<file path="src/rtl/cc_level_sequencer.sv">
// Level sequencer: steps banner/play segments with blank gap rows, one row per scroll tick,
// and handles crash freeze, lives, pause, win and game-over.
module cc_level_sequencer #(
  parameter int unsigned LEN_BANNER  = 8,
  parameter int unsigned LEN_PLAY1   = 10,
  parameter int unsigned LEN_PLAY2   = 15,
  parameter int unsigned LEN_PLAY3   = 20,
  parameter int unsigned GAP_ROWS    = 4,
  parameter int unsigned CRASH_TICKS = 6,
  parameter int unsigned LIVES       = 3
) (
  input  logic       CC_LEVEL_SEQUENCER_CLOCK_50,
  input  logic       CC_LEVEL_SEQUENCER_RESET_InLow,
  input  logic       CC_LEVEL_SEQUENCER_Start_In,
  input  logic       CC_LEVEL_SEQUENCER_Tick_In,
  input  logic       CC_LEVEL_SEQUENCER_Pause_In,
  input  logic       CC_LEVEL_SEQUENCER_Crash_In,
  output logic [2:0] CC_LEVEL_SEQUENCER_CurrentLvl_Out,
  output logic [4:0] CC_LEVEL_SEQUENCER_LvlProgress_Out,
  output logic       CC_LEVEL_SEQUENCER_RowLoad_Out,
  output logic       CC_LEVEL_SEQUENCER_LvlDone_Out,
  output logic [1:0] CC_LEVEL_SEQUENCER_Lives_Out,
  output logic       CC_LEVEL_SEQUENCER_Win_Out,
  output logic       CC_LEVEL_SEQUENCER_GameOver_Out
);

  localparam int unsigned LVL_W  = 3;
  localparam int unsigned PROG_W = 5;
  localparam int unsigned CNT_W  = 4;
  localparam int unsigned LIV_W  = 2;

  localparam logic [2:0] ST_IDLE  = 3'd0;
  localparam logic [2:0] ST_RUN   = 3'd1;
  localparam logic [2:0] ST_GAP   = 3'd2;
  localparam logic [2:0] ST_CRASH = 3'd3;
  localparam logic [2:0] ST_WIN   = 3'd4;
  localparam logic [2:0] ST_OVER  = 3'd5;

  logic [2:0]        state_q, state_d;
  logic [LVL_W-1:0]  lvl_q, lvl_d;
  logic [PROG_W-1:0] prog_q, prog_d;
  logic [CNT_W-1:0]  gap_cnt_q, gap_cnt_d;
  logic [CNT_W-1:0]  crash_cnt_q, crash_cnt_d;
  logic [LIV_W-1:0]  lives_q, lives_d;
  logic              row_load_q, row_load_d;
  logic              lvl_done_q, lvl_done_d;
  logic              win_q, win_d;
  logic              game_over_q, game_over_d;

  logic              tick_c;
  logic              crash_c;
  logic [PROG_W-1:0] len_c;

  assign tick_c  = CC_LEVEL_SEQUENCER_Tick_In  & ~CC_LEVEL_SEQUENCER_Pause_In;
  assign crash_c = CC_LEVEL_SEQUENCER_Crash_In & ~CC_LEVEL_SEQUENCER_Pause_In;

  // Segment length for the current level; odd levels are banners.
  always_comb begin
    len_c = PROG_W'(LEN_BANNER);
    case (lvl_q)
      3'd2:    len_c = PROG_W'(LEN_PLAY1);
      3'd4:    len_c = PROG_W'(LEN_PLAY2);
      3'd6:    len_c = PROG_W'(LEN_PLAY3);
      default: len_c = PROG_W'(LEN_BANNER);
    endcase
  end

  always_comb begin
    state_d     = state_q;
    lvl_d       = lvl_q;
    prog_d      = prog_q;
    gap_cnt_d   = gap_cnt_q;
    crash_cnt_d = crash_cnt_q;
    lives_d     = lives_q;
    win_d       = win_q;
    game_over_d = game_over_q;
    row_load_d  = 1'b0;
    lvl_done_d  = 1'b0;

    case (state_q)
      ST_IDLE, ST_WIN, ST_OVER: begin
        if (CC_LEVEL_SEQUENCER_Start_In) begin
          state_d     = ST_RUN;
          lvl_d       = LVL_W'(1);
          prog_d      = '0;
          gap_cnt_d   = '0;
          crash_cnt_d = '0;
          lives_d     = LIV_W'(LIVES);
          win_d       = 1'b0;
          game_over_d = 1'b0;
        end
      end
      ST_RUN: begin
        // Crashes only count on play levels and pre-empt a same-cycle tick.
        if (crash_c && !lvl_q[0]) begin
          prog_d = '0;
          if (lives_q == LIV_W'(1)) begin
            state_d     = ST_OVER;
            lives_d     = '0;
            game_over_d = 1'b1;
          end else begin
            state_d     = ST_CRASH;
            lives_d     = lives_q - LIV_W'(1);
            crash_cnt_d = '0;
          end
        end else if (tick_c) begin
          row_load_d = 1'b1;
          if (prog_q < len_c) begin
            prog_d = prog_q + PROG_W'(1);
          end else begin
            state_d    = ST_GAP;
            prog_d     = '0;
            gap_cnt_d  = CNT_W'(1);
            lvl_done_d = 1'b1;
          end
        end
      end
      ST_GAP: begin
        if (tick_c) begin
          if (gap_cnt_q < CNT_W'(GAP_ROWS)) begin
            gap_cnt_d  = gap_cnt_q + CNT_W'(1);
            row_load_d = 1'b1;
          end else if (lvl_q < LVL_W'(6)) begin
            state_d    = ST_RUN;
            lvl_d      = lvl_q + LVL_W'(1);
            prog_d     = PROG_W'(1);
            gap_cnt_d  = '0;
            row_load_d = 1'b1;
          end else begin
            state_d   = ST_WIN;
            lvl_d     = LVL_W'(7);
            prog_d    = '0;
            gap_cnt_d = '0;
            win_d     = 1'b1;
          end
        end
      end
      ST_CRASH: begin
        if (tick_c) begin
          if (crash_cnt_q == CNT_W'(CRASH_TICKS - 1)) begin
            state_d     = ST_RUN;
            prog_d      = PROG_W'(1);
            crash_cnt_d = '0;
            row_load_d  = 1'b1;
          end else begin
            crash_cnt_d = crash_cnt_q + CNT_W'(1);
          end
        end
      end
      default: state_d = ST_IDLE;
    endcase
  end

  always_ff @(posedge CC_LEVEL_SEQUENCER_CLOCK_50 or negedge CC_LEVEL_SEQUENCER_RESET_InLow) begin
    if (!CC_LEVEL_SEQUENCER_RESET_InLow) begin
      state_q     <= ST_IDLE;
      lvl_q       <= '0;
      prog_q      <= '0;
      gap_cnt_q   <= '0;
      crash_cnt_q <= '0;
      lives_q     <= LIV_W'(LIVES);
      row_load_q  <= 1'b0;
      lvl_done_q  <= 1'b0;
      win_q       <= 1'b0;
      game_over_q <= 1'b0;
    end else begin
      state_q     <= state_d;
      lvl_q       <= lvl_d;
      prog_q      <= prog_d;
      gap_cnt_q   <= gap_cnt_d;
      crash_cnt_q <= crash_cnt_d;
      lives_q     <= lives_d;
      row_load_q  <= row_load_d;
      lvl_done_q  <= lvl_done_d;
      win_q       <= win_d;
      game_over_q <= game_over_d;
    end
  end

  assign CC_LEVEL_SEQUENCER_CurrentLvl_Out  = lvl_q;
  assign CC_LEVEL_SEQUENCER_LvlProgress_Out = prog_q;
  assign CC_LEVEL_SEQUENCER_RowLoad_Out     = row_load_q;
  assign CC_LEVEL_SEQUENCER_LvlDone_Out     = lvl_done_q;
  assign CC_LEVEL_SEQUENCER_Lives_Out       = lives_q;
  assign CC_LEVEL_SEQUENCER_Win_Out         = win_q;
  assign CC_LEVEL_SEQUENCER_GameOver_Out    = game_over_q;

endmodule

</file>
<file path="config.mk">
export PLATFORM = sky130hd
export DESIGN_NAME = cc_level_sequencer
export DESIGN_NICKNAME = d
export VERILOG_FILES = /design/src/rtl/cc_level_sequencer.sv
export SDC_FILE = /design/constraint.sdc
export NUM_CORES = 1
export LEC_CHECK = 0
export CORE_AREA = 5 5 61 63
export CTS_CLUSTER_DIAMETER = 30
export DETAILED_ROUTE_END_ITERATION = 8
export DIE_AREA = 0 0 66 68
export PLACE_DENSITY = 0.77
export SLEW_MARGIN = 10
export SYNTH_ARGS = -nofsm -noshare
export SYNTH_HDL_FRONTEND = slang
export SYNTH_SLANG_ARGS = --single-unit
</file>
<file path="constraint.sdc">
create_clock -name CC_LEVEL_SEQUENCER_CLOCK_50 -period 2.65 [get_ports CC_LEVEL_SEQUENCER_CLOCK_50]
set_input_delay 0.53 -clock CC_LEVEL_SEQUENCER_CLOCK_50 [delete_from_list [all_inputs] [get_ports CC_LEVEL_SEQUENCER_CLOCK_50]]
set_output_delay 0.53 -clock CC_LEVEL_SEQUENCER_CLOCK_50 [all_outputs]
set_load 0.1 [all_outputs]
</file>
After elaboration in Yosys (flattened, before gate mapping)
Cells that the tools add are included.
- flip-flop bits (word level): 25
- bits of input ports: 6
- output and inout bits: 14
- word-level logic and storage cells: 124
- $add $sub $neg: 5
- $lt $le $gt $ge: 3
- eq/ne operators: 24
- mux-type cells: 62
- bitwise gates (word level): 3
- reduce and logical (&&, ||, !) cells: 17
- operators with widths (operator ; count):
    4-bit 2-to-1 mux ; 10
    5-bit 2-to-1 mux ; 8
    3-bit 2-to-1 mux ; 13
    2-bit != test, second input constant ; 12
    4-bit case mux with 3 select lines ; 2
    5-bit case mux with 4 select lines ; 1
    1-bit 2-to-1 mux ; 18
    5-bit case mux with 3 select lines ; 1
    7-bit AND reduction ; 2
    3-bit == test, second input constant ; 4
    3-bit case mux with 4 select lines ; 1
    5-bit AND reduction ; 2
    3-bit by 2-bit == test with 1-bit output, second input constant ; 3
    4-bit by 1-bit adder with 4-bit output, second input constant ; 2
    4-bit AND reduction ; 2
    2-bit 2-to-1 mux ; 3
    3-bit != test, second input constant ; 2
    3-bit case mux with 2 select lines ; 1
    6-bit AND reduction ; 1
    3-bit nonzero test ; 2
    5-bit by 1-bit adder with 5-bit output, second input constant ; 1
    5-bit less-than comparator ; 1
    4-bit by 3-bit == test with 1-bit output, second input constant ; 1
    4-bit by 3-bit less-than comparator with 1-bit output, second input constant ; 1
    other kinds (17) ; 20

Logic depth before layout (Yosys ltp)
Gate-level depths: netlist of the first run.
- depth after elaboration: 7
- gate-level depth with buffers: 10

Worst setup path before layout of the first run
OpenSTA, ideal clock, no wires.
- kind: register to register
- start: register lvl_q[0], in the netlist CC_LEVEL_SEQUENCER_CurrentLvl_Out[0]
- end: register gap_cnt_q[1]
- setup time: 0.125 ns
- arrival time: 2.890 ns
- required time: 2.525 ns
- path slack: -0.364 ns
- stages on the path, launching flop included: 11
- path buffers: 0
- clock period less this slack: 3.014 ns
- cells stage by stage: dfrtp_1 inv_1 ha_1 nand2_1 nor2_1 ha_1 nand4_1 o22ai_1 o21ai_0 a21oi_1 mux2_2
- cells in the longest elaborated chain, start to end: 5
- ends and longest elaborated chain (item ; RTL line ; text):
    from (decl) ; 40 ; logic [LVL_W-1:0] lvl_q, lvl_d;
    from (signal assigned) ; 168 ; lvl_q <= lvl_d;
    3-bit == test / 3-bit by 2-bit == test with 1-bit output (equally long branches) ; 60 ; case (lvl_q)
    5-bit case mux with 3 select lines ; 60 ;
    5-bit less-than comparator ; 108 ; if (prog_q < len_c) begin
    2-bit != test (no line) ; -- ;
    6-bit AND reduction (no line) * ; -- ;
    to (signal assigned) ; 170 ; gap_cnt_q <= gap_cnt_d;
    to (decl) ; 42 ; logic [CNT_W-1:0] gap_cnt_q, gap_cnt_d;
Every way passes the cells marked *; elsewhere a longest branch is shown, timed or not.
A chain may end at the register's enable or synchronous reset.

Worst setup path after layout of the first run
Same ends and word-level chain as after synthesis.

==> results of run 1 <==
==> metal layers <==
| metal | wire length [um] | vias up | share of wire, % | track usage, % |
|---|---|---|---|---|
| met1 | 1640 | 672 | 44 | 22.6 |
| met4 | 80 | 0 | 2.2 | 4.57 |
| li1 | - | 683 | - | - |
| met2 | 1760 | 47 | 48 | 31.7 |
| met3 | 219 | 13 | 5.9 | 2.30 |
| met5 | 0 | - | 0 | 0 |
==> cell type report <==
cell class | count | area share, %
Multi-Input combinational cell | 135 | 49.7
Sequential cell | 25 | 33.2
Inverter | 9 | 1.77
Tap cell | 46 | 3.01
Clock inverter | 1 | 0.262
Clock buffer | 3 | 1.18
Timing Repair Buffer | 26 | 10.9
==> where the power goes <==
group / switching, uW / leakage [uW] / internal, uW
combinational: 835 / 0.000540 / 416
clock: 116 / 0.0000177 / 56.6
sequential: 123 / 0.000325 / 478
==> cells by family (layout without fill, tap and decap cells) <==
kind of cell | Yosys count | after routing | share of synthesized area [%]
flops | 25 | 25 | 38.5
simple gates | 69 | 69 | 25.4
buf+inv | 16 | 39 | 3.99
compound gates | 48 | 48 | 18.9
mux | 6 | 6 | 3.99
fa+ha+maj | 12 | 12 | 9.20
==> cells in the final DEF, fill, tap and decap left out, types with 3 or more instances in the layout <==
cell             netlist  final
a21o_1                 3      3
o22ai_1                4      3
nor2b_1                5      5
nor2_1                10     10
o21ai_0                9      9
inv_1                  9      9
clkdlybuf4s50_1        0      5
nand3_1                6      6
nand2b_1               4      4
nor3b_1                4      4
nand2_1               18     18
clkbuf_4               0      3
ha_1                  12     12
and3_1                 4      4
a21oi_1               16     15
dfrtp_1               23     20
buf_4                  0     21
==> path summary, 6_finish.rpt <==
check / startpoint / to / slack (ns) / cells after the start
setup / recovery: CC_LEVEL_SEQUENCER_CurrentLvl_Out[0] / gap_cnt_q[1] / 0.21 / 9
hold / removal: gap_cnt_q[3] / gap_cnt_q[3] / 0.52 / 1
setup reg to reg: CC_LEVEL_SEQUENCER_CurrentLvl_Out[0] / gap_cnt_q[1] / 0.21 / 9
hold reg to reg: gap_cnt_q[3] / gap_cnt_q[3] / 0.52 / 1
max in group asynchronous: CC_LEVEL_SEQUENCER_RESET_InLow / CC_LEVEL_SEQUENCER_Lives_Out[1] / 1.79 / 2
min in group asynchronous: CC_LEVEL_SEQUENCER_RESET_InLow / CC_LEVEL_SEQUENCER_CurrentLvl_Out[0] / 0.55 / 2
==> repair_timing <==
action | 4_1_cts | 5_1_grt
buffers inserted | 0 | 0
resized for setup | 0 | 2
endpoints found under the setup margin | 0 | 3
hold buffers | 0 | 0
==> synthesized netlist by cell type, types with 2 or more instances <==
cell type  number
a21o_1          3
a21oi_1        16
a22oi_1         2
a31oi_1         2
and3_1          4
and3b_1         2
buf_2           4
clkbuf_1        2
dfrtp_1        23
dfstp_2         2
ha_1           12
inv_1           9
mux2_1          2
mux2_2          2
mux2i_1         2
nand2_1        18
nand2b_1        4
nand3_1         6
nand3b_1        2
nand4_1         2
nand4b_1        2
nor2_1         10
nor2b_1         5
nor3b_1         4
o21a_1          2
o21ai_0         9
o22ai_1         4
or3b_1          2
==> flip-flops by register name, summed over array words and instances, names as in the netlist <==
register / count
CC_LEVEL_SEQUENCER_CurrentLvl_Out: 3
CC_LEVEL_SEQUENCER_GameOver_Out: 1
CC_LEVEL_SEQUENCER_Lives_Out: 2
CC_LEVEL_SEQUENCER_LvlDone_Out: 1
CC_LEVEL_SEQUENCER_LvlProgress_Out: 5
CC_LEVEL_SEQUENCER_RowLoad_Out: 1
CC_LEVEL_SEQUENCER_Win_Out: 1
crash_cnt_q: 4
gap_cnt_q: 4
state_q: 3
==> per-stage QoR <==
step | instances | power (uW) | utilization, % | setup WS, ns | area (sq um)
after CTS | 245 | 2010 | 59.7 | 0.113 | 1900
after global placement | 241 | 1800 | 58.9 | 0.141 | 1870
after floorplan | 176 | 1540 | - | 0.0253 | 1640
after global routing | 245 | 2160 | 60.1 | 0.0604 | 1910
final | 245 | 2020 | 60.1 | 0.206 | 1910
after detailed placement | 241 | 1840 | 58.9 | 0.0383 | 1870
==> summary.txt, run 1 <==
clk_lat worst skew: 0.33 ns
Worst setup SP type: flop
Peak Freq: 0.409 GHz
Syn Inst Count: 176
Cell variety after synth: 47
Worst Hold Class: reg2reg
GR Util All Layers: 17.7%
largest net degree at the start of global routing: 26
Syn Nets: 194
Max-Cap Viols: 0
Max IR drop VDD: 566 uV
Initial Util: 51.3%
RSZ-0062 raised after global routing: false
total CTS buffers: 3
total congestion overflow: 0
Clock transition at path regs: 0.15 ns
initial antenna violation count: 0
Lkg Pwr: 0.000883 uW
clk_skew: 0.0181 ns
vias in the first global route: 1,429
Area growth, synth to finish: 17.0%
antenna viol nets, final: 0
DRC: 0
buffers added on ports: 19
min Tclk post-route: 2.44 ns
number of DRC markers in iteration 0: 33
CTS tree: done
Sequential cell area: 634 sq um
die area: 4490 sq um
CTS Root Cell: clkbuf_4
main flop type after synthesis: dfrtp_1
core area: 3180 sq um
Yosys reg bits: 25
Via density: 5.78
CP bufs+invs: 1
Sink Count: 25
Synth Cell Area: 1630 sq um
CP Max Fanout: 8
# nets final: 218
worst path cell trace: inv_1 -> ha_1 -> o21ai_0 -> ha_1 -> nand4_1 -> o22ai_2 -> o21ai_0 -> a21oi_2 -> mux2_2
P per Cell Area: 1060 nW/um^2
Area contributors post-synth: dfrtp_1 (35%), ha_1 (9.2%), a21oi_1 (4.9%)
Seq/Total Area, Yosys: 38.5%
Pre-antenna DRT Iters: 5
CP top delay family: compound AO/OA/AOI/OAI gates
Max stage delay cell, worst path: dfrtp_4
Die X: 66 um
post-synth top area cell: dfrtp_1
WL/cell: 15.1 um
first-pass GRT wire length: 6290 um
status: complete, no violations
Slew Limit Fails: 0
num rows: 21
I/O pins: 20
# H-tree levels: 1
top-area cell type share of the netlist area: 35.3%
Worst-Margin Slew: 0.630 ns
Async SR Flop Fraction: 100%
Hold Slack: 0.520 ns
maximum clock path buffer count: 2
GPL Wtd Cong: 0.982
DR vias: 1,415
share of layout cells above drive strength 1: 21.6%
CP required: 2.89 ns
Final Hold Fails: 0
CP endpoint kind: flop
hpwl dp: 2890 um
period utilization: 92.2%
syn_area_per_cell: 9.27 sq um
Post-synth EDFFs: 0
Slew headroom: 57.9%
filler cell count: 282
synth warn: 0
max incr delay on CP: 0.55 ns
Multi-input gate area: 948 sq um
crit path DAT: 2.68 ns
crit path kind: reg2reg
Ant. Diodes: 0
Routed WL: 3700 um
Die H: 68 um
final setup fails: 0
Setup TNS: 0 ns
No activity file was read; power rests on OpenSTA's default activity.
==> inputs of run 2 (changes only) <==
--- a/config.mk
+++ b/config.mk
@@ -5,10 +5,10 @@
 export SDC_FILE = /design/constraint.sdc
 export NUM_CORES = 1
 export LEC_CHECK = 0
-export CORE_AREA = 5 5 61 63
+export CORE_AREA = 2 2 58 60
 export CTS_CLUSTER_DIAMETER = 30
 export DETAILED_ROUTE_END_ITERATION = 8
-export DIE_AREA = 0 0 66 68
+export DIE_AREA = 0 0 60 62
 export PLACE_DENSITY = 0.77
 export SLEW_MARGIN = 10
 export SYNTH_ARGS = -nofsm -noshare
==> run 2 against run 1 <==
Compared with the run above: via count is 1.8% lower; combinational power is essentially flat; global-route usage rose by 2.4 points; worst hold slack is essentially flat; count of clock-buffer cells in the layout unchanged; critical path depth unchanged; largest cell class unchanged; largest power group unchanged; highest routed layer unchanged.
==> summary.txt, run 2 (same netlist as run 1, synthesis figures left out) <==
status: complete, no violations (unchanged)
# nets final: 219 (was 218)
crit path kind: reg2reg (unchanged)
I/O pins: 20 (unchanged)
Hold Slack: 0.519 ns (was 0.520 ns)
buffers added on ports: 19 (unchanged)
number of DRC markers in iteration 0: 50 (was 33)
RSZ-0062 raised after global routing: false (unchanged)
CP endpoint kind: flop (unchanged)
GPL Wtd Cong: 0.959 (was 0.982)
initial antenna violation count: 0 (unchanged)
CTS Hold Bufs: 0 (unchanged)
most frequent cells in the layout: buf_4 (22), dfrtp_1 (20), nand2_1 (18) (was buf_4 (21), dfrtp_1 (20), nand2_1 (18))
Initial Util: 51.3% (unchanged)
Placed Area: 1880 sq um (was 1870 sq um)
post-CTS setup buffers: 0 (unchanged)
Clock transition at path regs: 0.15 ns (about the same)
Worst setup SP type: flop (unchanged)
core area: 3180 sq um (unchanged)
GR Util All Layers: 20.1% (was 17.7%)
WL/cell: 13.8 um (was 15.1 um)
DR vias: 1,390 (was 1,415)
design area: 1920 sq um (was 1910 sq um)
Via density: 5.65 (was 5.78)
Routed WL: 3400 um (was 3700 um)
Die X: 60 um (was 66 um)
vias in the first global route: 1,282 (was 1,429)
CP bufs+invs: 1 (unchanged)
Peak Freq: 0.401 GHz (was 0.409 GHz)
Sink Count: 25 (unchanged)
Final Hold Fails: 0 (unchanged)
final setup fails: 0 (unchanged)
Max-Cap Viols: 0 (unchanged)
P per Cell Area: 1060 nW/um^2 (about the same)
CP required: 2.88 ns (was 2.89 ns)
num rows: 21 (unchanged)
Pre-antenna DRT Iters: 4 (was 5)
Slew Limit Fails: 0 (unchanged)
Die H: 62 um (was 68 um)
Max stage delay cell, worst path: dfrtp_2 (was dfrtp_4)
Worst-Margin Slew: 0.631 ns (was 0.630 ns)
Lkg Pwr: 0.000882 uW (was 0.000883 uW)
Setup TNS: 0 ns (unchanged)
first-pass GRT wire length: 5710 um (was 6290 um)
Worst Hold Class: reg2reg (unchanged)
largest net degree at the start of global routing: 26 (unchanged)
max incr delay on CP: 0.49 ns (was 0.55 ns)
CTS tree: done (unchanged)
Slew headroom: 57.9% (about the same)
period utilization: 94.1% (was 92.2%)
max reg flops: 5 (unchanged)
clk_skew: 0.00651 ns (was 0.0181 ns)
# H-tree levels: 1 (unchanged)
CP Max Fanout: 8 (unchanged)
total congestion overflow: 0 (unchanged)
Ant. Diodes: 0 (unchanged)
antenna viol nets, final: 0 (unchanged)
maximum clock path buffer count: 2 (unchanged)
share of layout cells above drive strength 1: 21.5% (was 21.6%)
hpwl dp: 2610 um (was 2890 um)
min Tclk post-route: 2.49 ns (was 2.44 ns)
DRC: 0 (unchanged)
worst path cell trace: inv_1 -> ha_1 -> o21ai_0 -> ha_1 -> nand4_1 -> o22ai_2 -> o21ai_0 -> a21oi_1 -> mux2_2 (was inv_1 -> ha_1 -> o21ai_0 -> ha_1 -> nand4_1 -> o22ai_2 -> o21ai_0 -> a21oi_2 -> mux2_2)
clk_lat worst skew: 0.33 ns (about the same)
total CTS buffers: 3 (unchanged)
CP top delay family: compound AO/OA/AOI/OAI gates (unchanged)
Area growth, synth to finish: 17.4% (was 17.0%)
crit path DAT: 2.73 ns (was 2.68 ns)
# resized after CTS: 0 (unchanged)
die area: 3720 sq um (was 4490 sq um)
Max IR drop VDD: 567 uV (was 566 uV)
CTS Root Cell: clkbuf_4 (unchanged)
commonest non-fill, non-tap cell in the layout: buf_4 (unchanged)
final core utilization: 60.3% (was 60.1%)
## run 2: routing by layer
metal	up-vias	wire, um	track usage (%)
met5	-	0	0
met4	0	26	5.40
met3	2	159	2.48
met2	30	1630	34.0
met1	672	1580	27.4
li1	686	-	-
## run 2: final timing paths
kind	cells after the start	slack, ns	end	from
worst max register to register	9	0.16	gap_cnt_q[2]	CC_LEVEL_SEQUENCER_CurrentLvl_Out[1]
worst min register to register	1	0.52	gap_cnt_q[3]	gap_cnt_q[3]
worst min-delay path	1	0.52	gap_cnt_q[3]	gap_cnt_q[3]
worst max-delay path	9	0.16	gap_cnt_q[2]	CC_LEVEL_SEQUENCER_CurrentLvl_Out[1]
max in group asynchronous	2	1.81	CC_LEVEL_SEQUENCER_Lives_Out[1]	CC_LEVEL_SEQUENCER_RESET_InLow
min in group asynchronous	2	0.54	CC_LEVEL_SEQUENCER_LvlDone_Out	CC_LEVEL_SEQUENCER_RESET_InLow
## run 2: through the flow
| stage | worst slack, ns | std cells | total power, uW |
|---|---|---|---|
| 2_1_floorplan | 0.0253 | 176 | 1540 |
| 3_3_place_gp | 0.134 | 242 | 1820 |
| 3_5_place_dp | 0.0498 | 242 | 1840 |
| 6_report | 0.157 | 246 | 2030 |
| 5_1_grt | 0.0263 | 246 | 2170 |
| 4_1_cts | 0.0289 | 246 | 2030 |
## run 2: final cells by class
| type | count | area [sq um] |
|---|---|---|
| multi-input combinational | 135 | 945 |
| inverter | 9 | 33.8 |
| tap | 46 | 57.6 |
| clock buffer | 3 | 22.5 |
| fill | 278 | 1260 |
| timing repair buffer | 27 | 215 |
| clock inverter | 1 | 7.51 |
| sequential | 25 | 634 |
## run 2: where the power goes
group	internal [uW]	total, uW	switching [uW]
Combinational	428	1250	827
Sequential	477	592	114
Clock	57.8	181	124
## run 2: worst register-to-register path: cells and delay by family, from the launching register on
family                     cells  cell delay, ns
buffers and inverters          1            0.10
adders and majority gates      2            0.52
DFF                            1            0.49
muxes                          1            0.38
and+or+nand+nor                1            0.12
AOI/OAI and AO/OA              4            0.79
==> inputs of run 3 (changes only) <==
--- a/config.mk
+++ b/config.mk
@@ -5,11 +5,13 @@
 export SDC_FILE = /design/constraint.sdc
 export NUM_CORES = 1
 export LEC_CHECK = 0
-export CORE_AREA = 2 2 58 60
+export CELL_PAD_IN_SITES_DETAIL_PLACEMENT = 1
+export CELL_PAD_IN_SITES_GLOBAL_PLACEMENT = 1
+export CORE_AREA = 2 2 66 68
 export CTS_CLUSTER_DIAMETER = 30
 export DETAILED_ROUTE_END_ITERATION = 8
-export DIE_AREA = 0 0 60 62
-export PLACE_DENSITY = 0.77
+export DIE_AREA = 0 0 68 70
+export PLACE_DENSITY_LB_ADDON = 0.1
 export SLEW_MARGIN = 10
 export SYNTH_ARGS = -nofsm -noshare
 export SYNTH_HDL_FRONTEND = slang
==> run 3 against run 2 <==
Compared with the run above: first-iteration DRC count increased by 40%; sequential cell count unchanged; setup slack improved by 0.037 ns.
==> summary.txt, run 3 (same netlist as run 1, synthesis figures left out) <==
Initial Util: 39.4% (was 51.3%)
Sink Count: 25 (unchanged)
Worst path most repeated cell: ha_1
clk_lat worst skew: 0.28 ns (was 0.33 ns)
CTS tree: done (unchanged)
crit path kind: reg2reg (unchanged)
sequential share of power: 27.5% (was 29.2%)
CP endpoint kind: flop (unchanged)
Setup TNS: 0 ns (unchanged)
initial antenna violation count: 0 (unchanged)
Hold EP: crash_cnt_q[3] (was gap_cnt_q[3])
worst path cell trace: inv_1 -> ha_1 -> o21ai_0 -> ha_1 -> nand4_1 -> o22ai_1 -> o21ai_1 -> a21oi_1 -> buf_4 -> mux2_2 (was inv_1 -> ha_1 -> o21ai_0 -> ha_1 -> nand4_1 -> o22ai_2 -> o21ai_0 -> a21oi_1 -> mux2_2)
GPL Wtd Cong: 0.816 (was 0.959)
min Tclk post-route: 2.46 ns (was 2.49 ns)
Via density: 5.65 (about the same)
crit path DAT: 2.62 ns (was 2.73 ns)
WL/cell: 17.0 um (was 13.8 um)
P_sw: 1110 uW (was 1060 uW)
Max IR drop VDD: 445 uV (was 567 uV)
Comb power frac: 61.4% (was 61.9%)
max reg flops: 5 (unchanged)
switching share of power: 52.0% (was 52.5%)
Final Hold Fails: 0 (unchanged)
share of layout cells above drive strength 1: 22.2% (was 21.5%)
FF-to-FF Start: CC_LEVEL_SEQUENCER_CurrentLvl_Out[1] (unchanged)
max incr delay on CP: 0.48 ns (was 0.49 ns)
antenna viol nets, final: 0 (unchanged)
final core utilization: 47.2% (was 60.3%)
Worst setup SP type: flop (unchanged)
Die H: 70 um (was 62 um)
DR vias: 1,440 (was 1,390)
I/O pins: 20 (unchanged)
FF-to-FF setup slack: 0.19 ns (was 0.16 ns)
# nets final: 222 (was 219)
Max stage delay cell, worst path: dfrtp_2 (unchanged)
Clock transition at path regs: 0.09 ns (was 0.15 ns)
CTS Hold Bufs: 0 (unchanged)
Worst Hold Launch: crash_cnt_q[3] (was gap_cnt_q[3])
Pre-antenna DRT Iters: 4 (unchanged)
Slew headroom: 56.3% (was 57.9%)
status: complete, no violations (unchanged)
number of DRC markers in iteration 0: 70 (was 50)
clk_skew: 0.00140 ns (was 0.00651 ns)
CP required: 2.82 ns (was 2.88 ns)
RSZ-0062 raised after global routing: false (unchanged)
Worst-Margin Slew: 0.655 ns (was 0.631 ns)
total CTS buffers: 3 (unchanged)
die area: 4760 sq um (was 3720 sq um)
Register-to-Register Path Depth: 10 (was 9)
Area growth, synth to finish: 19.9% (was 17.4%)
DP Worst Slack: 0.0167 ns (was 0.0498 ns)
period utilization: 92.7% (was 94.1%)
Clock Power Share: 11.1% (was 8.9%)
DRC: 0 (unchanged)
Lkg Pwr: 0.000909 uW (was 0.000882 uW)
vias in the first global route: 1,538 (was 1,282)
Min-Delay Path Depth: 1 (unchanged)
CP Max Fanout: 8 (unchanged)
Max-Cap Viols: 0 (unchanged)
buffers added on ports: 19 (unchanged)
Ant. Diodes: 0 (unchanged)
Routed WL: 4340 um (was 3400 um)
worst r2r dst: gap_cnt_q[1] (was gap_cnt_q[2])
setup ws final: 0.194 ns (was 0.157 ns)
core area: 4140 sq um (was 3180 sq um)
hpwl dp: 3450 um (was 2610 um)
total congestion overflow: 0 (unchanged)
maximum clock path buffer count: 2 (unchanged)
CTS Root Cell: clkbuf_8 (was clkbuf_4)
Worst Hold Class: reg2reg (unchanged)
Pint: 1030 uW (was 963 uW)
Total Power: 2140 uW (was 2030 uW)
first-pass GRT wire length: 7580 um (was 5710 um)
num rows: 24 (was 21)
P per Cell Area: 1100 nW/um^2 (was 1060 nW/um^2)
final setup fails: 0 (unchanged)
Die X: 68 um (was 60 um)
most frequent cells in the layout: buf_4 (25), dfrtp_1 (20), nand2_1 (18) (was buf_4 (22), dfrtp_1 (20), nand2_1 (18))
# H-tree levels: 1 (unchanged)
largest net degree at the start of global routing: 26 (unchanged)
Slew Limit Fails: 0 (unchanged)
GR Util All Layers: 21.0% (was 20.1%)
commonest non-fill, non-tap cell in the layout: buf_4 (unchanged)
Peak Freq: 0.407 GHz (was 0.401 GHz)
-- run 3: cell count changes in the layout (fill, tap and decap cells not counted) --
cell / previous run / this run
o21ai_0: 9 / 8
clkinvlp_4: 1 / 0
clkbuf_8: 0 / 3
o21ai_1: 1 / 2
o22ai_2: 2 / 1
o22ai_1: 3 / 4
clkinv_2: 0 / 1
clkbuf_4: 3 / 0
buf_4: 22 / 25
-- run 3: what timing repair did --
item | CTS | global route
setup buffers | 0 | 0
setup endpoints to repair | 0 | 1
resized for setup | 0 | 1
-- run 3: routing by layer --
layer	global-route usage, %	part of all wire [%]	routed length, um
met4	6.22	1.3	57
met1	25.9	43	1870
met3	3.22	3.1	134
met5	0	0	0
met2	36.7	52	2280
-- run 3: worst max-delay path by stage --
stage                                              start                               endpoint  slack [ns]  cells past startpoint
floorplan           CC_LEVEL_SEQUENCER_CurrentLvl_Out[2]                           gap_cnt_q[1]        0.03                      8
global placement             CC_LEVEL_SEQUENCER_Pause_In                             state_q[2]        0.12                      6
detailed placement           CC_LEVEL_SEQUENCER_Pause_In                             state_q[2]        0.02                      6
CTS                 CC_LEVEL_SEQUENCER_CurrentLvl_Out[1]                           gap_cnt_q[1]        0.15                     10
global route        CC_LEVEL_SEQUENCER_CurrentLvl_Out[1]  CC_LEVEL_SEQUENCER_LvlProgress_Out[2]        0.04                      9
finish              CC_LEVEL_SEQUENCER_CurrentLvl_Out[1]                           gap_cnt_q[1]        0.19                     10
-- run 3: layout make-up --
type | instances | area (sq um)
Timing Repair Buffer | 30 | 238
Sequential cell | 25 | 634
Fill cell | 487 | 2190
Inverter | 9 | 33.8
Clock inverter | 1 | 5.00
Tap cell | 52 | 65.1
Clock buffer | 3 | 41.3
Multi-Input combinational cell | 135 | 938
-- run 3: power groups by stage --
stage / Combinational (uW) / Sequential [uW] / Clock, uW
2_1_floorplan: 633 / 907 / 0
3_3_place_gp: 1280 / 592 / 0
3_5_place_dp: 1320 / 597 / 0
4_1_cts: 1320 / 589 / 246
5_1_grt: 1440 / 609 / 262
6_report: 1320 / 589 / 237
-- run 3: worst max-delay path: cells and delay by family (launching register included) --
| family | cells | cell delay, ns |
|---|---|---|
| flip-flops | 1 | 0.48 |
| AND/OR/NAND/NOR | 1 | 0.12 |
| buffers and inverters | 2 | 0.24 |
| adder cells (fa/ha/maj) | 2 | 0.52 |
| AO/OA/AOI/OAI | 4 | 0.65 |
| multiplexers | 1 | 0.33 |
-- run 3: through the flow --
step                      cells  cell area, sq um  hold slack (ns)
final                       255              1960            0.510
after global placement      251              1910            0.485
after detailed placement    251              1910            0.494
after CTS                   255              1960            0.515
after floorplan             176              1640            0.234
after global routing        255              1960            0.542
==> RTL edit 1: new RTL, flow settings as in run 3 <==
Reset style: synchronous (`CC_LEVEL_SEQUENCER_RESET_InLow`), changed in one clocked block.
--- a/src/rtl/cc_level_sequencer.sv
+++ b/src/rtl/cc_level_sequencer.sv
@@ -152,5 +152,5 @@
   end
 
-  always_ff @(posedge CC_LEVEL_SEQUENCER_CLOCK_50 or negedge CC_LEVEL_SEQUENCER_RESET_InLow) begin
+  always_ff @(posedge CC_LEVEL_SEQUENCER_CLOCK_50) begin
     if (!CC_LEVEL_SEQUENCER_RESET_InLow) begin
       state_q     <= ST_IDLE;
Formal check against the unedited RTL: differs if CC_LEVEL_SEQUENCER_RESET_InLow is asserted again (counterexample within 4 cycles, from zero or initial values and one cycle with CC_LEVEL_SEQUENCER_RESET_InLow low); with CC_LEVEL_SEQUENCER_RESET_InLow held inactive, the same outputs for 10 cycles.
==> RTL edit 1 against run 3 <==
  * Non-clock buffer count shrank 1
  * First-iteration DRC count grew 43%
  * Largest cell class unchanged
  * Sequential cell count is the same
  * Worst setup slack gained 0.13 ns
  * Final area shrank 0.26%
  * Total power shrank 15%
  * Area after synthesis grew 4.2%
  * Wire length grew 7.4%
  * Critical path type unchanged
==> RTL edit 1: results <==
# TYPE chip_impl_metric gauge
chip_impl_info{name="run_status",value="finished, final reports clean"} 1
chip_impl_metric{name="critical_path_peak_fanout",unit=""} 7
chip_impl_metric{name="drt_iter0_markers",unit=""} 100
chip_impl_metric{name="dr_vias_cell",unit=""} 5.67
chip_impl_metric{name="worst-r2r-setup-slack",unit="ns"} 0.32
chip_impl_metric{name="final_layout_size_suffix_gt1_share",unit="%"} 19.3
chip_impl_metric{name="crit_arrival",unit="ns"} 2.50
chip_impl_metric{name="final_nets",unit=""} 242
chip_impl_metric{name="multi_input_gates",unit=""} 158
chip_impl_metric{name="critical-path-max-stage-delay",unit="ns"} 0.40
chip_impl_metric{name="total_of_fill_cells_in_the_finished_design",unit=""} 509
chip_impl_metric{name="gr-usage-met2",unit="%"} 36.8
chip_impl_metric{name="clockBufferCount",unit=""} 4
chip_impl_metric{name="synth_compound_area_share",unit="%"} 22.8
chip_impl_metric{name="dp_wirelength",unit="um"} 3610
chip_impl_metric{name="power.static_leakage",unit="nW"} 0.761
chip_impl_metric{name="route.met3.wl",unit="um"} 75
chip_impl_metric{name="finalWeightedCongestion",unit=""} 0.945
chip_impl_metric{name="final-nonclk-buf-share",unit="%"} 11.8
chip_impl_metric{name="max_slew.worst_pin.slew",unit="ns"} 0.673
chip_impl_metric{name="power_per_cell_area",unit="mW/mm2"} 929
chip_impl_info{name="r2r_end",value="CC_LEVEL_SEQUENCER_LvlProgress_Out[0]"} 1
chip_impl_info{name="synthTopCellsByCount",value="nand2_1 (29), dfxtp_1 (25), a21oi_1 (13), ha_1 (12), o21ai_0 (11)"} 1
chip_impl_info{name="ys_top_cells_by_area",value="dfxtp_1 (29%), ha_1 (8.8%), nand2_1 (6.4%), a21oi_1 (3.8%), buf_6 (3.3%)"} 1
chip_impl_metric{name="ys_seq_area_share",unit="%"} 29.4
chip_impl_metric{name="synth-async-reset-ratio",unit="%"} 0
chip_impl_metric{name="nNonClkBuffers",unit=""} 29
chip_impl_metric{name="area_share_of_xor_xnor_cells_in_the_synthesized_design",unit="%"} 0.515
chip_impl_metric{name="netlist-cell-type-count",unit=""} 53
chip_impl_metric{name="synth_adder_area_share",unit="%"} 8.83
chip_impl_metric{name="grt_max_degree",unit=""} 23
-- RTL edit 1: cell types whose count changed in the layout (fill, tap and decap cells not counted), sizes merged, moves of 4 or more --
| cell | run 3 | this run |
|---|---|---|
| a211oi | 1 | 6 |
| dfrtp | 23 | 0 |
| dfxtp | 0 | 25 |
| mux2 | 4 | 0 |
| nand2 | 18 | 29 |
| nor3 | 1 | 6 |
| o211ai | 0 | 4 |
-- RTL edit 1: how the worst min path moves through the flow --
stage                     cells after the start                              end                            start
after detailed placement                      2  CC_LEVEL_SEQUENCER_GameOver_Out  CC_LEVEL_SEQUENCER_GameOver_Out
final                                         2                     gap_cnt_q[2]                     gap_cnt_q[2]
after CTS                                     2  CC_LEVEL_SEQUENCER_GameOver_Out  CC_LEVEL_SEQUENCER_GameOver_Out
after global routing                          2                     gap_cnt_q[3]                     gap_cnt_q[3]
after global placement                        2                     gap_cnt_q[3]                     gap_cnt_q[3]
after floorplan                               2                     gap_cnt_q[3]                     gap_cnt_q[3]
-- RTL edit 1: metrics by stage --
stage          area [um2]  utilization, %  hold WS (ns)  cells  setup WS, ns
2_1_floorplan        1700               -         0.424    201        0.0839
3_3_place_gp         1890            45.6         0.435    269         0.220
5_1_grt              1950            47.1         0.505    275        0.0808
6_report             1950            47.1         0.479    275         0.323
3_5_place_dp         1890            45.6         0.466    269         0.171
4_1_cts              1940            46.7         0.482    273         0.236
-- RTL edit 1: repair_timing --
item                                    CTS  global route
buffers inserted                          0             2
endpoints found under the setup margin    0             1
resized for setup                         0             0
hold buffers                              0             0
-- RTL edit 1: worst min-delay path, cell delays in order (launching register included) --
cell and delay (ns):
dfxtp_1 0.33, nand2_1 0.05, mux2i_1 0.05
==> RTL edit 2: new RTL, flow settings as in run 3 <==
Made on the original files. `CRASH_TICKS`: 6 -> 5.
--- a/src/rtl/cc_level_sequencer.sv
+++ b/src/rtl/cc_level_sequencer.sv
@@ -7,5 +7,5 @@
   parameter int unsigned LEN_PLAY3   = 20,
   parameter int unsigned GAP_ROWS    = 4,
-  parameter int unsigned CRASH_TICKS = 6,
+  parameter int unsigned CRASH_TICKS = 5,
   parameter int unsigned LIVES       = 3
 ) (
Formal check against the unedited RTL: same outputs for any inputs over 10 cycles, from zero or initial values and one cycle with CC_LEVEL_SEQUENCER_RESET_InLow low; that may be too few to reach the edited logic, so the function may still have changed.
==> RTL edit 2 against run 3 <==
  * Count of clock-buffer cells in the layout is the same
  * Total power rose by 13%
  * Critical path depth increased by 1
  * Combinational power up 18%
  * Sequential cell count unchanged
  * Clock power rose by 3%
  * Worst setup slack lost 0.022 ns
  * Hold slack improved by 0.010 ns
  * Area after synthesis is 4.8% higher
  * Sequential share of layout area fell by 1.3 points
  * Final area up 4.9%
  * Wire length grew 2.6%
  * Critical endpoint is now CC_LEVEL_SEQUENCER_LvlProgress_Out[2]
  * Largest power group unchanged
  * Highest routed layer unchanged
==> RTL edit 2: results <==
# TYPE chip_impl_metric gauge
chip_impl_metric{name="grt.met1_usage",unit="%"} 28.3
chip_impl_metric{name="wl_met1",unit="um"} 2090
chip_impl_metric{name="grt_max_degree",unit=""} 22
chip_impl_metric{name="placed_area",unit="mm2"} 0.00198
chip_impl_metric{name="worst_setup_slack_after_layout",unit="ns"} 0.172
chip_impl_metric{name="critical-path-max-stage-delay",unit="ns"} 0.53
chip_impl_metric{name="crit_arrival",unit="ns"} 2.65
chip_impl_metric{name="pre_cts_ws",unit="ns"} 0.0546
chip_impl_metric{name="dp_wirelength",unit="um"} 3450
chip_impl_metric{name="dr_vias_cell",unit=""} 5.68
chip_impl_metric{name="critical_path_peak_fanout",unit=""} 9
chip_impl_metric{name="whs_path_depth",unit=""} 2
chip_impl_info{name="critical_path.endpoint",value="CC_LEVEL_SEQUENCER_LvlProgress_Out[2]"} 1
chip_impl_metric{name="worst_case_reg_to_reg_path_depth",unit=""} 11
chip_impl_metric{name="hold_slack",unit="ns"} 0.520
chip_impl_metric{name="layoutNonFillerInstCount",unit=""} 263
chip_impl_metric{name="route.met3.wl",unit="um"} 78
chip_impl_info{name="hold_path_end",value="CC_LEVEL_SEQUENCER_Win_Out"} 1
chip_impl_metric{name="power.ir.vdd_worst",unit="mV"} 0.618
chip_impl_metric{name="global_route_wire_length_before_repair",unit="um"} 7620
chip_impl_info{name="critPathSlowestCell",value="dfrtp_4"} 1
chip_impl_info{name="ys_top_cells_by_area",value="dfrtp_1 (34%), ha_1 (9.5%), nand2_1 (4.2%), nor2_1 (3.7%), o21ai_0 (3.2%)"} 1
chip_impl_metric{name="final_layout_size_suffix_gt1_share",unit="%"} 22.7
chip_impl_metric{name="global_route.usage.met3",unit="%"} 2.42
chip_impl_metric{name="overall_routing_resource_usage",unit="%"} 20.8
chip_impl_info{name="run_status",value="finished, final reports clean"} 1
chip_impl_metric{name="final_nets",unit=""} 231
chip_impl_metric{name="mappedNetlistNets",unit=""} 203
chip_impl_metric{name="max_slew.worst_pin.slew",unit="ns"} 0.818
chip_impl_metric{name="drt_iter0_markers",unit=""} 25
chip_impl_metric{name="gr-usage-met2",unit="%"} 34.7
RTL edit 2: cell types whose count changed after synthesis, moves of 3 or more:
cell     change
nor3_1       +4
nor3b_1      -4
a21oi_1     -12
a22o_1       +3
o31ai_1      +3
nor2_1       +7
RTL edit 2: kinds of logic after synthesis:
group | count (synthesis) | share of synthesized area [%]
DFF | 25 | 36.7
xor gates and xnor gates | 1 | 0.513
AOI/OAI and AO/OA | 48 | 20.4
adders and majority gates | 13 | 9.52
buffers and inverters | 15 | 3.73
and+or+nand+nor | 77 | 25.9
muxes | 5 | 3.15
RTL edit 2: layout make-up:
type                    count  area, um2
multi-input cells         144       1030
fillers                   500       2090
clock buffers               3       41.3
repair buffers             30        238
inverters                   8       30.0
flip-flops and latches     25        639
well taps                  52       65.1
clock inverters             1       7.51
RTL edit 2: where the power goes:
part	switching (mW)	total [mW]	internal, mW
Sequential	0.122	0.620	0.497
Clock	0.138	0.245	0.107
Combinational	1.03	1.56	0.526
Total	1.29	2.43	1.13
